[config.mk]
export PLATFORM = sky130hd
export DESIGN_NAME = pc_gen
export DESIGN_NICKNAME = d
export VERILOG_FILES = /design/src/rtl/pc_gen_pkg.sv /design/src/rtl/pc_gen_next_adder.sv /design/src/rtl/pc_gen.sv
export SDC_FILE = /design/constraint.sdc
export NUM_CORES = 1
export LEC_CHECK = 0
export ABC_AREA = 1
export BUFFER_PORTS_ARGS = -buffer_cell sky130_fd_sc_hd__buf_2
export CAP_MARGIN = 15
export CORE_MARGIN = 8
export CORE_UTILIZATION = 54
export DETAILED_ROUTE_END_ITERATION = 10
export PLACE_DENSITY = 0.8
export SLEW_MARGIN = 20
export SYNTH_ARGS = -nofsm -noshare
export SYNTH_HDL_FRONTEND = slang
export SYNTH_SLANG_ARGS = --single-unit
[constraint.sdc]
create_clock -name clk -period 4.2 [get_ports clk]
set_input_delay 0.63 -clock clk [delete_from_list [all_inputs] [get_ports clk]]
set_output_delay 0.63 -clock clk [all_outputs]
set_load 0.02 [all_outputs]
[src/rtl/pc_gen_pkg.sv]
// pc_gen_pkg: shared types and constants for the program-counter stage.
// Holds the sequencing state encoding, default vectors and PC step size.
package pc_gen_pkg;

    localparam int XLEN_DEF = 32;
    localparam int PC_STEP  = 4;

    localparam logic [31:0] RESET_VEC_DEF = 32'h8000_0000;
    localparam logic [31:0] TRAP_VEC_DEF  = 32'h8000_0100;

    // Sequencing state of the PC stage.
    typedef enum logic [1:0] {
        ST_BOOT = 2'd0,
        ST_RUN  = 2'd1,
        ST_HALT = 2'd2
    } pc_state_e;

endpackage

[src/rtl/pc_gen_next_adder.sv]
// pc_gen_next_adder: combinational next-PC computation.
// Selects operands (imm or 4) + (rs1 or pc), adds modulo 2^XLEN, clears
// bit 0 for register-relative jumps and flags a misaligned target (bit 1).
module pc_gen_next_adder
    import pc_gen_pkg::*;
#(
    parameter int XLEN = XLEN_DEF
) (
    input  logic            pc_a_src,
    input  logic            pc_b_src,
    input  logic [XLEN-1:0] imm,
    input  logic [XLEN-1:0] rs1,
    input  logic [XLEN-1:0] pc,
    output logic [XLEN-1:0] nxt,
    output logic            misaligned
);

    logic [XLEN-1:0] op_a;
    logic [XLEN-1:0] op_b;
    logic [XLEN-1:0] sum;

    // Operand muxing, wrap-around add and target alignment flag.
    always_comb begin
        op_a = pc_a_src ? imm : XLEN'(PC_STEP);
        op_b = pc_b_src ? rs1 : pc;
        sum  = op_a + op_b;
        nxt  = sum;
        if (pc_b_src) begin
            nxt[0] = 1'b0;
        end
        misaligned = nxt[1];
    end

endmodule

[src/rtl/pc_gen.sv]
// pc_gen: program-counter stage of the single-cycle CPU.
// Owns the PC register, BOOT/RUN/HALT sequencing, the fetch request and the
// retired-instruction counter.
// Build option: define PC_MISALIGN_TRAP_EN to redirect misaligned targets to
// TRAP_VEC with a one-cycle misalign pulse; otherwise the low two target bits
// are simply cleared.
// Fetch handshake: a request is outstanding while fetch_valid is high and is
// accepted in any cycle where fetch_ready is also high; pc stays stable while
// fetch_valid && !fetch_ready, and a commit in such a cycle is ignored.
module pc_gen
    import pc_gen_pkg::*;
#(
    parameter int              XLEN      = XLEN_DEF,
    parameter logic [XLEN-1:0] RESET_VEC = XLEN'(RESET_VEC_DEF),
    parameter logic [XLEN-1:0] TRAP_VEC  = XLEN'(TRAP_VEC_DEF)
) (
    input  logic            clk,
    input  logic            rst_n,
    input  logic            PCAsrc,
    input  logic            PCBsrc,
    input  logic [XLEN-1:0] imm,
    input  logic [XLEN-1:0] rs1,
    input  logic            commit,
    input  logic            halt_req,
    input  logic            resume,
    input  logic            fetch_ready,
    output logic [XLEN-1:0] pc,
    output logic [XLEN-1:0] pc_plus4,
    output logic            fetch_valid,
    output logic            halted,
    output logic            misalign,
    output logic [63:0]     instret
);

    pc_state_e       state_q, state_d;
    logic [XLEN-1:0] pc_q, pc_d;
    logic [63:0]     instret_q, instret_d;
    logic            fetch_valid_q, fetch_valid_d;
    logic            halted_q, halted_d;
    logic            misalign_q, misalign_d;

    logic [XLEN-1:0] nxt;
    logic            nxt_misaligned;
    logic [XLEN-1:0] target;
    logic            take_trap;
    logic            accept;

    pc_gen_next_adder #(
        .XLEN (XLEN)
    ) u_next_adder (
        .pc_a_src   (PCAsrc),
        .pc_b_src   (PCBsrc),
        .imm        (imm),
        .rs1        (rs1),
        .pc         (pc_q),
        .nxt        (nxt),
        .misaligned (nxt_misaligned)
    );

`ifdef PC_MISALIGN_TRAP_EN
    // Misaligned targets divert to the trap vector.
    always_comb begin
        take_trap = nxt_misaligned;
        target    = nxt_misaligned ? TRAP_VEC : nxt;
    end
`else
    // Without trapping, targets are forced word-aligned.
    always_comb begin
        take_trap = 1'b0;
        target    = {nxt[XLEN-1:2], 2'b00};
    end

    logic unused_trap;
    assign unused_trap = ^{TRAP_VEC, nxt_misaligned, nxt[1:0]};
`endif

    // Next-state, next-PC and counter logic; commits count only in RUN
    // while the current fetch request is not stalled.
    always_comb begin
        state_d    = state_q;
        pc_d       = pc_q;
        instret_d  = instret_q;
        misalign_d = 1'b0;
        accept     = (state_q == ST_RUN) && commit && fetch_ready;

        case (state_q)
            ST_BOOT: state_d = ST_RUN;
            ST_RUN:  if (accept && halt_req) state_d = ST_HALT;
            ST_HALT: if (resume) state_d = ST_RUN;
            default: state_d = ST_BOOT;
        endcase

        if (accept) begin
            pc_d       = target;
            instret_d  = instret_q + 64'd1;
            misalign_d = take_trap;
        end

        fetch_valid_d = (state_d == ST_RUN);
        halted_d      = (state_d == ST_HALT);
    end

    // State, PC, counter and registered outputs.
    always_ff @(posedge clk) begin
        if (!rst_n) begin
            state_q       <= ST_BOOT;
            pc_q          <= RESET_VEC;
            instret_q     <= 64'd0;
            fetch_valid_q <= 1'b0;
            halted_q      <= 1'b0;
            misalign_q    <= 1'b0;
        end else begin
            state_q       <= state_d;
            pc_q          <= pc_d;
            instret_q     <= instret_d;
            fetch_valid_q <= fetch_valid_d;
            halted_q      <= halted_d;
            misalign_q    <= misalign_d;
        end
    end

    assign pc          = pc_q;
    assign pc_plus4    = pc_q + XLEN'(PC_STEP);
    assign fetch_valid = fetch_valid_q;
    assign halted      = halted_q;
    assign instret     = instret_q;
`ifdef PC_MISALIGN_TRAP_EN
    assign misalign    = misalign_q;
`else
    assign misalign    = 1'b0;

    logic unused_misalign;
    assign unused_misalign = misalign_q;
`endif

endmodule

==> flow_metrics.tcl, run 1 <==
set metrics [dict create \
    status "complete, no violations" \
    worst_pin_slew_ns 0.848 \
    core_area_sq_mm 0.0152 \
    cts_made_buffers 9 \
    timing.final.ws_setup_ns 0.796 \
    dieArea_sq_mm 0.0198 \
    synth.mux.area_fraction 0 \
    netlist-cell-type-count 36 \
    synth_compound_area_frac 0.131 \
    antenna_found_initial 0 \
    gp_congestion 0.977 \
    layout-drive-gt1-share 0.165 \
    insertion_delay_ns 0.36 \
    async_flop_share 0 \
    grt_util_all_layers 0.294 \
    hold_start "instret[7]" \
    cts_tree "yes" \
    start_util 0.552 \
    critical_path_buf_inv_count 1 \
    final_antenna_net_count 0 \
    drc_errors 0 \
    path_class "reg -> out" \
    hold_class "reg -> reg" \
    synth_edf_count 0 \
    layout_commonest_cell "nand2_1" \
    slew_violations 0 \
    antenna_cells 0 \
    yosys.area_share.adder 0.0477 \
    min_period_ns 3.40 \
    rr_startpoint "pc[17]" \
    critPathMaxFanout 4 \
    cts_max_level 3 \
    die_w_um 141 \
    ys.flop_type "dfxtp_1" \
    rsz0062_at_grt "no" \
    synthCells 1457 \
    ys_ff_latch 98 \
    clock_path_buffers 2 \
    gr-total-overflow 0 \
    timing.setup.tns_ns 0 \
    wl_per_cell_um 16.0 \
    rows 45 \
    post_cts_resized 0 \
    hold_buffers 0 \
    required_ns 3.57 \
    wl_um 29400 \
    synth_top_family_by_area "simple AND/OR/NAND/NOR gates" \
    leakage_nw 5.05 \
    viasPerCell 5.37 \
    grt_max_degree 54 \
    clock_skew_ns 0.00907 \
    end_kind "output port" \
    postCtsSetupBuffers 0 \
    startpoint_type "flip-flop" \
    max_slew_margin 0.435 \
    first_global_vias 9417 \
    grt_pass1_wl_um 47400 \
    path_delay_family "simple AND/OR/NAND/NOR gates" \
    power.density_mw_per_mm2 245 \
    cts.sinks 98 \
    startpoint "pc[2]" \
    layout_common_cells "nand2_1 (415), inv_1 (259), buf_2 (197)" \
    dpl.hpwl_um 23700 \
    die_h_um 141 \
    ys_seq_area_frac 0.234 \
    syn_area_sq_mm 0.00840 \
    irDropWorstVdd_uv 217 \
    r2r_slack_ns 1.81 \
    io_buffer_count 197 \
    root_buffer "clkbuf_16" \
    pin_count 203 \
    yosysWarnings 0 \
    cpPeakStageDelay_ns 0.47 \
    synth_xor_area_frac 0.0521 \
    first_pass_iters 5 \
    hold_ws_ns 0.497 \
    clock.fmax_ghz 0.294 \
    max-cap-violations 0 \
    period_share 0.811 \
    syn_avg_cell_area_sq_um 5.76 \
    hold_viol 0 \
    nNetsFinal 1746 \
    syn_to_final_growth_pct 17.3 \
    synth_simple_gate_area_frac 0.400 \
    initialDrtViolationCount 709 \
    crit_slowest_cell "dfxtp_1" \
    cp.arrival_ns 2.77 \
    clk_pin_slew_ns 0.08 \
    vias 9845 \
    post-place-ws_ns 0.897 \
    fill_cells 1552 \
    path_cells "ha_1 > nand2_1 > nor3_2 > nand2_2 > nor2_1 > nand2_1 > nor3_2 > nand3_1 > xor2_1 > buf_2" \
    setup_viol 0 \
]
-- flip-flops by register name, indices dropped and copies added, names as in the netlist --
register	count
instret	64
halted	1
state_q	2
pc	30
fetch_valid	1
-- path summary, 6_finish.rpt --
path / end / depth (start not counted)
worst max-delay path: pc_plus4[24] / 10
worst max register to register: pc[27] / 12
worst min-delay path: instret[7] / 2
worst min register to register: instret[7] / 2
-- synth_stat cells (12+ instances only) --
cell,instances,area share
nor2_2,12,0.0089
o21ai_0,88,0.052
nor3_1,41,0.024
dfxtp_1,98,0.23
xor2_1,48,0.050
nor2_1,154,0.069
a21oi_1,107,0.064
ha_1,32,0.048
nand3_1,80,0.048
nand2_1,415,0.19
clkbuf_1,25,0.011
nand4_1,22,0.016
inv_1,260,0.12
-- worst reg2reg max path, stage by stage, from the launching register on --
cell and delay (ns):
dfxtp_1 0.50, inv_1 0.13, o21ai_0 0.21, ha_1 0.27, nand2_1 0.16, nor2_1 0.20, inv_1 0.11, o21ai_0 0.28
a21oi_1 0.16, nand3_1 0.10, nand3_1 0.07, nand2_1 0.07, inv_1 0.03
-- kinds of logic (layout without fill, tap and decap cells) --
kind of cell / after synthesis / count (layout)
fa+ha+maj: 32 / 32
other cells: 1 / 5
buf+inv: 297 / 483
compound gates: 211 / 211
flops: 98 / 98
simple gates: 768 / 768
xor+xnor: 50 / 50
-- report_power, final --
group	internal [W]	switching (W)	total (W)
combinational	0.000170	0.000346	0.000516
clock	0.000493	0.000427	0.000920
sequential	0.000947	0.0000263	0.000974
total	0.00161	0.000799	0.00241
-- layer usage --
layer / share of wire / track usage / wire length, um
met4: 0.025 / 0.0939 / 723
met1: 0.42 / 0.355 / 12300
met3: 0.074 / 0.0469 / 2190
met5: 0 / 0 / 0
met2: 0.48 / 0.521 / 14200
-- metrics by stage --
stage                     std cells  utilization  power (W)  instance area (sq um)
final                          1835        0.648    0.00241                   9850
after CTS                      1835        0.648    0.00241                   9850
after floorplan                1461            -    0.00133                   8410
after detailed placement       1819        0.627    0.00150                   9540
after global routing           1835        0.648    0.00251                   9850
after global placement         1819        0.627    0.00150                   9540
-- layout make-up --
cell class / count / area (sq um) / share of cell area
clock buffer: 10 / 239 / 0.0243
clock inverter: 6 / 78.8 / 0.00800
inverter: 264 / 992 / 0.101
multi-input combinational: 1066 / 5320 / 0.539
sequential: 98 / 1960 / 0.199
tap: 188 / 235 / 0.0239
timing repair buffer: 203 / 1030 / 0.105
Power figures use the tool's default switching activity.
==> run 2, diff against run 1 <==
--- a/config.mk
+++ b/config.mk
@@ -9,9 +9,9 @@
 export BUFFER_PORTS_ARGS = -buffer_cell sky130_fd_sc_hd__buf_2
 export CAP_MARGIN = 15
 export CORE_MARGIN = 8
-export CORE_UTILIZATION = 54
+export CORE_UTILIZATION = 50
 export DETAILED_ROUTE_END_ITERATION = 10
-export PLACE_DENSITY = 0.8
+export PLACE_DENSITY = 0.78
 export SLEW_MARGIN = 20
 export SYNTH_ARGS = -nofsm -noshare
 export SYNTH_HDL_FRONTEND = slang
==> constraint.sdc (replaced) <==
create_clock -name clk -period 2.8 [get_ports clk]
set_input_delay 0.42 -clock clk [delete_from_list [all_inputs] [get_ports clk]]
set_output_delay 0.42 -clock clk [all_outputs]
set_load 0.02 [all_outputs]
==> run 2 against run 1 <==
Against the previous run:
- cell count is 2.5% higher
- register-to-register slack got worse by 1.4 ns
- critical endpoint is now pc_plus4[26]
- sequential cell count unchanged
- die area increased by 7.1%
- hold slack lost 0.12 ns
- highest routed layer unchanged
- wire length grew 1.3%
==> flow_metrics.tcl, run 2 (synthesis results as in run 1) <==
set metrics [dict create \
    hold_end "state_q[0]" \
    start_util 0.508 \
    cts_tree "yes" \
    cp.arrival_ns 2.35 \
    gr-total-overflow 0 \
    grt_pass1_wl_um 47500 \
    syn_to_final_growth_pct 20.4 \
    rows 47 \
    wl_um 29700 \
    viasPerCell 5.24 \
    clock.fmax_ghz 0.361 \
    vias 9851 \
    first_global_vias 9426 \
    largest_register_ffs 64 \
    final_antenna_net_count 0 \
    r2r_slack_ns 0.43 \
    min_period_ns 2.77 \
    startpoint_type "flip-flop" \
    multi_input_area_sq_mm 0.00539 \
    end_kind "output port" \
    io_buffer_count 197 \
    clock_skew_ns 0.00976 \
    holdPathStages 3 \
    wl_per_cell_um 15.8 \
    slew_violations 0 \
    insertion_delay_ns 0.36 \
    required_ns 2.38 \
    max-cap-violations 0 \
    dpl.hpwl_um 23700 \
    cts.sinks 98 \
    timing.final.ws_setup_ns 0.0314 \
    layout_commonest_cell "nand2_1" \
    timing.setup.tns_ns 0 \
    hold_start "resume" \
    status "complete, no violations" \
    stdcell_area_sq_mm 0.0101 \
    first_pass_iters 8 \
    dieArea_sq_mm 0.0212 \
    ff2ff_path_depth 13 \
    r2r-end "pc[28]" \
    post-place-ws_ns 0.0442 \
    die_h_um 146 \
    hold_viol 0 \
    antenna_cells 0 \
    rsz0062_at_grt "yes" \
    fill_cells 1646 \
    irDropWorstVdd_uv 288 \
    clock_path_buffers 2 \
    grt_max_degree 43 \
    regArea_sq_mm 0.00198 \
    hold_class "in -> reg" \
    root_buffer "clkbuf_16" \
    leakage_nw 5.16 \
    cts_made_buffers 9 \
    die_w_um 146 \
    drc_errors 0 \
    layout-drive-gt1-share 0.181 \
    dpl_cell_area_sq_mm 0.00964 \
    startpoint "pc[3]" \
    power.density_mw_per_mm2 354 \
    period_share 0.989 \
    pin_count 203 \
    core_area_sq_mm 0.0165 \
    initialDrtViolationCount 884 \
    setup_viol 0 \
    critPathMaxFanout 4 \
    gp_congestion 0.942 \
    grt_util_all_layers 0.272 \
    hold_buffers 0 \
    nNetsFinal 1760 \
    rr_startpoint "pc[17]" \
    antenna_found_initial 0 \
    path_class "reg -> out" \
    clk_pin_slew_ns 0.08 \
    cts_max_level 3 \
    max_slew_margin 0.592 \
    worst_pin_slew_ns 0.608 \
    layout_common_cells "nand2_1 (411), inv_1 (258), buf_2 (194)" \
]
## run 2: final cells by class
cell class | instances | area share
inverters | 264 | 0.0981
well taps | 220 | 0.0272
repair buffers | 217 | 0.116
multi-input cells | 1066 | 0.533
clock inverters | 7 | 0.00767
clock buffers | 9 | 0.0223
flip-flops and latches | 98 | 0.196
## run 2: power by group
| part | internal (W) | switching [W] | leakage (nW) | total, W |
|---|---|---|---|---|
| registers | 0.00142 | 0.0000385 | 0.798 | 0.00146 |
| clock network | 0.000703 | 0.000627 | 0.146 | 0.00133 |
| logic | 0.000267 | 0.000526 | 4.22 | 0.000793 |
## run 2: per-stage QoR
stage | power [W] | hold slack, ns | util | std cells
after global placement | 0.00226 | 0.460 | 0.583 | 1856
after floorplan | 0.00200 | 0.487 | - | 1461
after detailed placement | 0.00226 | 0.473 | 0.583 | 1856
final | 0.00358 | 0.377 | 0.612 | 1881
after CTS | 0.00358 | 0.372 | 0.606 | 1876
after global routing | 0.00374 | 0.404 | 0.612 | 1881
## run 2: critical path, cell delays in order, from the launching register on
cell and delay, ns:
dfxtp_4 0.39, ha_4 0.14, nand2_2 0.07, nor3_4 0.17, nand2_2 0.13, inv_2 0.08
nand4_1 0.20, nor2_2 0.20, buf_4 0.13, buf_4 0.09, nand3_1 0.07, a21oi_1 0.16
buf_4 0.16
## run 2: worst max path at each step
stage / depth (start not counted) / endpoint / slack [ns]
final: 12 / pc_plus4[26] / 0.03
after global routing: 13 / pc_plus4[28] / -0.05
after CTS: 13 / pc_plus4[28] / 0.002
after detailed placement: 10 / pc_plus4[24] / 0.04
after global placement: 10 / pc_plus4[24] / 0.04
after floorplan: 14 / pc[31] / 0.37
## run 2: metal layers
layer / global-route usage / part of all wire / up-vias / wire length [um]
met5: 0 / 0 / - / 0
li1: - / - / 4957 / -
met2: 0.449 / 0.46 / 424 / 13500
met4: 0.115 / 0.039 / 0 / 1170
met3: 0.0460 / 0.076 / 76 / 2250
met1: 0.343 / 0.43 / 4394 / 12800
## run 2: what timing repair did
action / 4_1_cts / 5_1_grt
buffers inserted: 4 / 5
gates resized for setup: 15 / 17
pin swaps: 3 / 7
endpoints found under the setup margin: 7 / 8
==> run 3, diff against run 2 <==
--- a/config.mk
+++ b/config.mk
@@ -8,10 +8,9 @@
 export ABC_AREA = 1
 export BUFFER_PORTS_ARGS = -buffer_cell sky130_fd_sc_hd__buf_2
 export CAP_MARGIN = 15
-export CORE_MARGIN = 8
 export CORE_UTILIZATION = 50
 export DETAILED_ROUTE_END_ITERATION = 10
-export PLACE_DENSITY = 0.78
+export PLACE_DENSITY = 0.87
 export SLEW_MARGIN = 20
 export SYNTH_ARGS = -nofsm -noshare
 export SYNTH_HDL_FRONTEND = slang
==> run 3 against run 2 <==
Against the previous run:
- global-route usage increased by 5.5 points
- cell count fell by 0.11%
- via count rose by 0.58%
- wire length down 5.6%
- sequential power hardly changed
- critical path type unchanged
- sequential share of layout area about the same
- largest cell class unchanged
- largest power group unchanged
==> flow_metrics.tcl, run 3 (synthesis results as in run 1) <==
set metrics [dict create \
    status "complete, no violations" \
    period_share 0.972 \
    intPower_w 0.00232 \
    setup_viol 0 \
    cts_made_buffers 9 \
    hold_viol 0 \
    min_period_ns 2.72 \
    end_kind "output port" \
    final_cells 1879 \
    root_buffer "clkbuf_16" \
    cts_tree "yes" \
    cp.arrival_ns 2.30 \
    hold_class "in -> reg" \
    gr-total-overflow 0 \
    largest_register_ffs 64 \
    timing.setup.tns_ns 0 \
    switching_share 0.336 \
    rows 47 \
    layout-drive-gt1-share 0.180 \
    worst_pin_slew_ns 0.726 \
    nNetsFinal 1758 \
    irDropWorstVdd_uv 296 \
    wl_per_cell_um 14.9 \
    clock_skew_ns 0.00842 \
    pwr-share-clk 0.358 \
    pin_count 203 \
    post-route-util 0.612 \
    clk_pin_slew_ns 0.07 \
    first_global_vias 9268 \
    antenna_found_initial 0 \
    vias 9908 \
    slew_violations 0 \
    r2r_slack_ns 0.36 \
    antenna_cells 0 \
    layout_commonest_cell "nand2_1" \
    grt_max_degree 57 \
    viasPerCell 5.27 \
    path_class "reg -> out" \
    critPathMaxFanout 4 \
    seqPwrFrac 0.417 \
    rsz0062_at_grt "yes" \
    grt_util_all_layers 0.327 \
    pwr-share-comb 0.225 \
    drc_errors 0 \
    max-cap-violations 0 \
    gp_congestion 0.969 \
    p_sw_w 0.00117 \
    layout_common_cells "nand2_1 (412), inv_1 (259), buf_2 (195)" \
    start_util 0.510 \
    dieArea_sq_mm 0.0173 \
    final_antenna_net_count 0 \
    cts.sinks 98 \
    required_ns 2.38 \
    die_h_um 132 \
    wl_um 28100 \
    first_pass_iters 5 \
    insertion_delay_ns 0.36 \
    io_buffer_count 197 \
    fill_cells 1636 \
    leakage_nw 5.16 \
    core_area_sq_mm 0.0165 \
    grt_pass1_wl_um 45600 \
    clock_path_buffers 2 \
    syn_to_final_growth_pct 20.0 \
    dp_cells 1854 \
    hold_buffers 0 \
    die_w_um 132 \
    max_slew_margin 0.516 \
    power.density_mw_per_mm2 347 \
    initialDrtViolationCount 902 \
    startpoint_type "flip-flop" \
    cts_max_level 3 \
    clock.fmax_ghz 0.367 \
    dpl.hpwl_um 22300 \
]
==> run 3: cell count changes in the layout (fill, tap and decap cells not counted), sizes merged <==
| cell | previous run | this run |
|---|---|---|
| buf | 217 | 215 |
| bufinv | 1 | 0 |
| clkbuf | 9 | 10 |
| clkinv | 5 | 2 |
| clkinvlp | 1 | 3 |
| inv | 264 | 265 |
==> run 3: per-layer routing <==
metal | part of all wire | track usage | vias to the layer above
met4 | 0.033 | 0.137 | 0
met5 | 0 | 0 | -
met3 | 0.085 | 0.0448 | 61
met2 | 0.46 | 0.547 | 454
li1 | - | - | 4942
met1 | 0.42 | 0.420 | 4451
==> run 3: repair_timing <==
item                                    4_1_cts  5_1_grt
setup buffers                                 5        4
endpoints found under the setup margin        7        7
pin swaps                                     4        6
gates resized for setup                      19       12
==> run 3: layout make-up <==
cell class              instances  area, sq um  area share
inverters                     264          992      0.0985
clock inverters                 6         47.5     0.00472
well taps                     220          275      0.0273
repair buffers                215         1140       0.113
clock buffers                  10          239      0.0237
flip-flops and latches         98         1970       0.196
multi-input cells            1066         5410       0.536
==> run 3: worst paths after layout <==
check,cells past startpoint,end,startpoint
worst max-delay path,12,pc_plus4[31],pc[3]
worst min-delay path,3,state_q[0],resume
worst max register to register,11,pc[26],pc[25]
worst min register to register,2,instret[4],instret[4]
==> run 3: power groups by stage <==
| stage | clock, W | sequential (W) | combinational [W] |
|---|---|---|---|
| after global placement | 0 | 0.00149 | 0.000763 |
| after CTS | 0.00126 | 0.00146 | 0.000774 |
| after detailed placement | 0 | 0.00149 | 0.000765 |
| after floorplan | 0 | 0.00151 | 0.000486 |
| final | 0.00125 | 0.00146 | 0.000789 |
| after global routing | 0.00132 | 0.00146 | 0.000872 |
==> run 3: stage by stage <==
stage               setup WS, ns  power (W)  instance area (sq um)  hold slack [ns]
global route             -0.0163    0.00365                  10100            0.412
finish                    0.0788    0.00350                  10100            0.390
global placement          0.0654    0.00225                   9610            0.456
detailed placement         0.107    0.00225                   9610            0.471
CTS                      0.00300    0.00349                  10000            0.390
floorplan                  0.366    0.00200                   8410            0.487
==> run 3: worst max-delay path, stage by stage (launching register included) <==
cell     delay [ns]
dfxtp_4        0.37
buf_4          0.12
nand3_4        0.10
nor2_4         0.16
nand3_4        0.13
nor2_4         0.20
nand2_4        0.11
nor2_4         0.13
nand2_2        0.11
nor2_4         0.12
nand2_1        0.07
xor2_1         0.14
buf_4          0.16
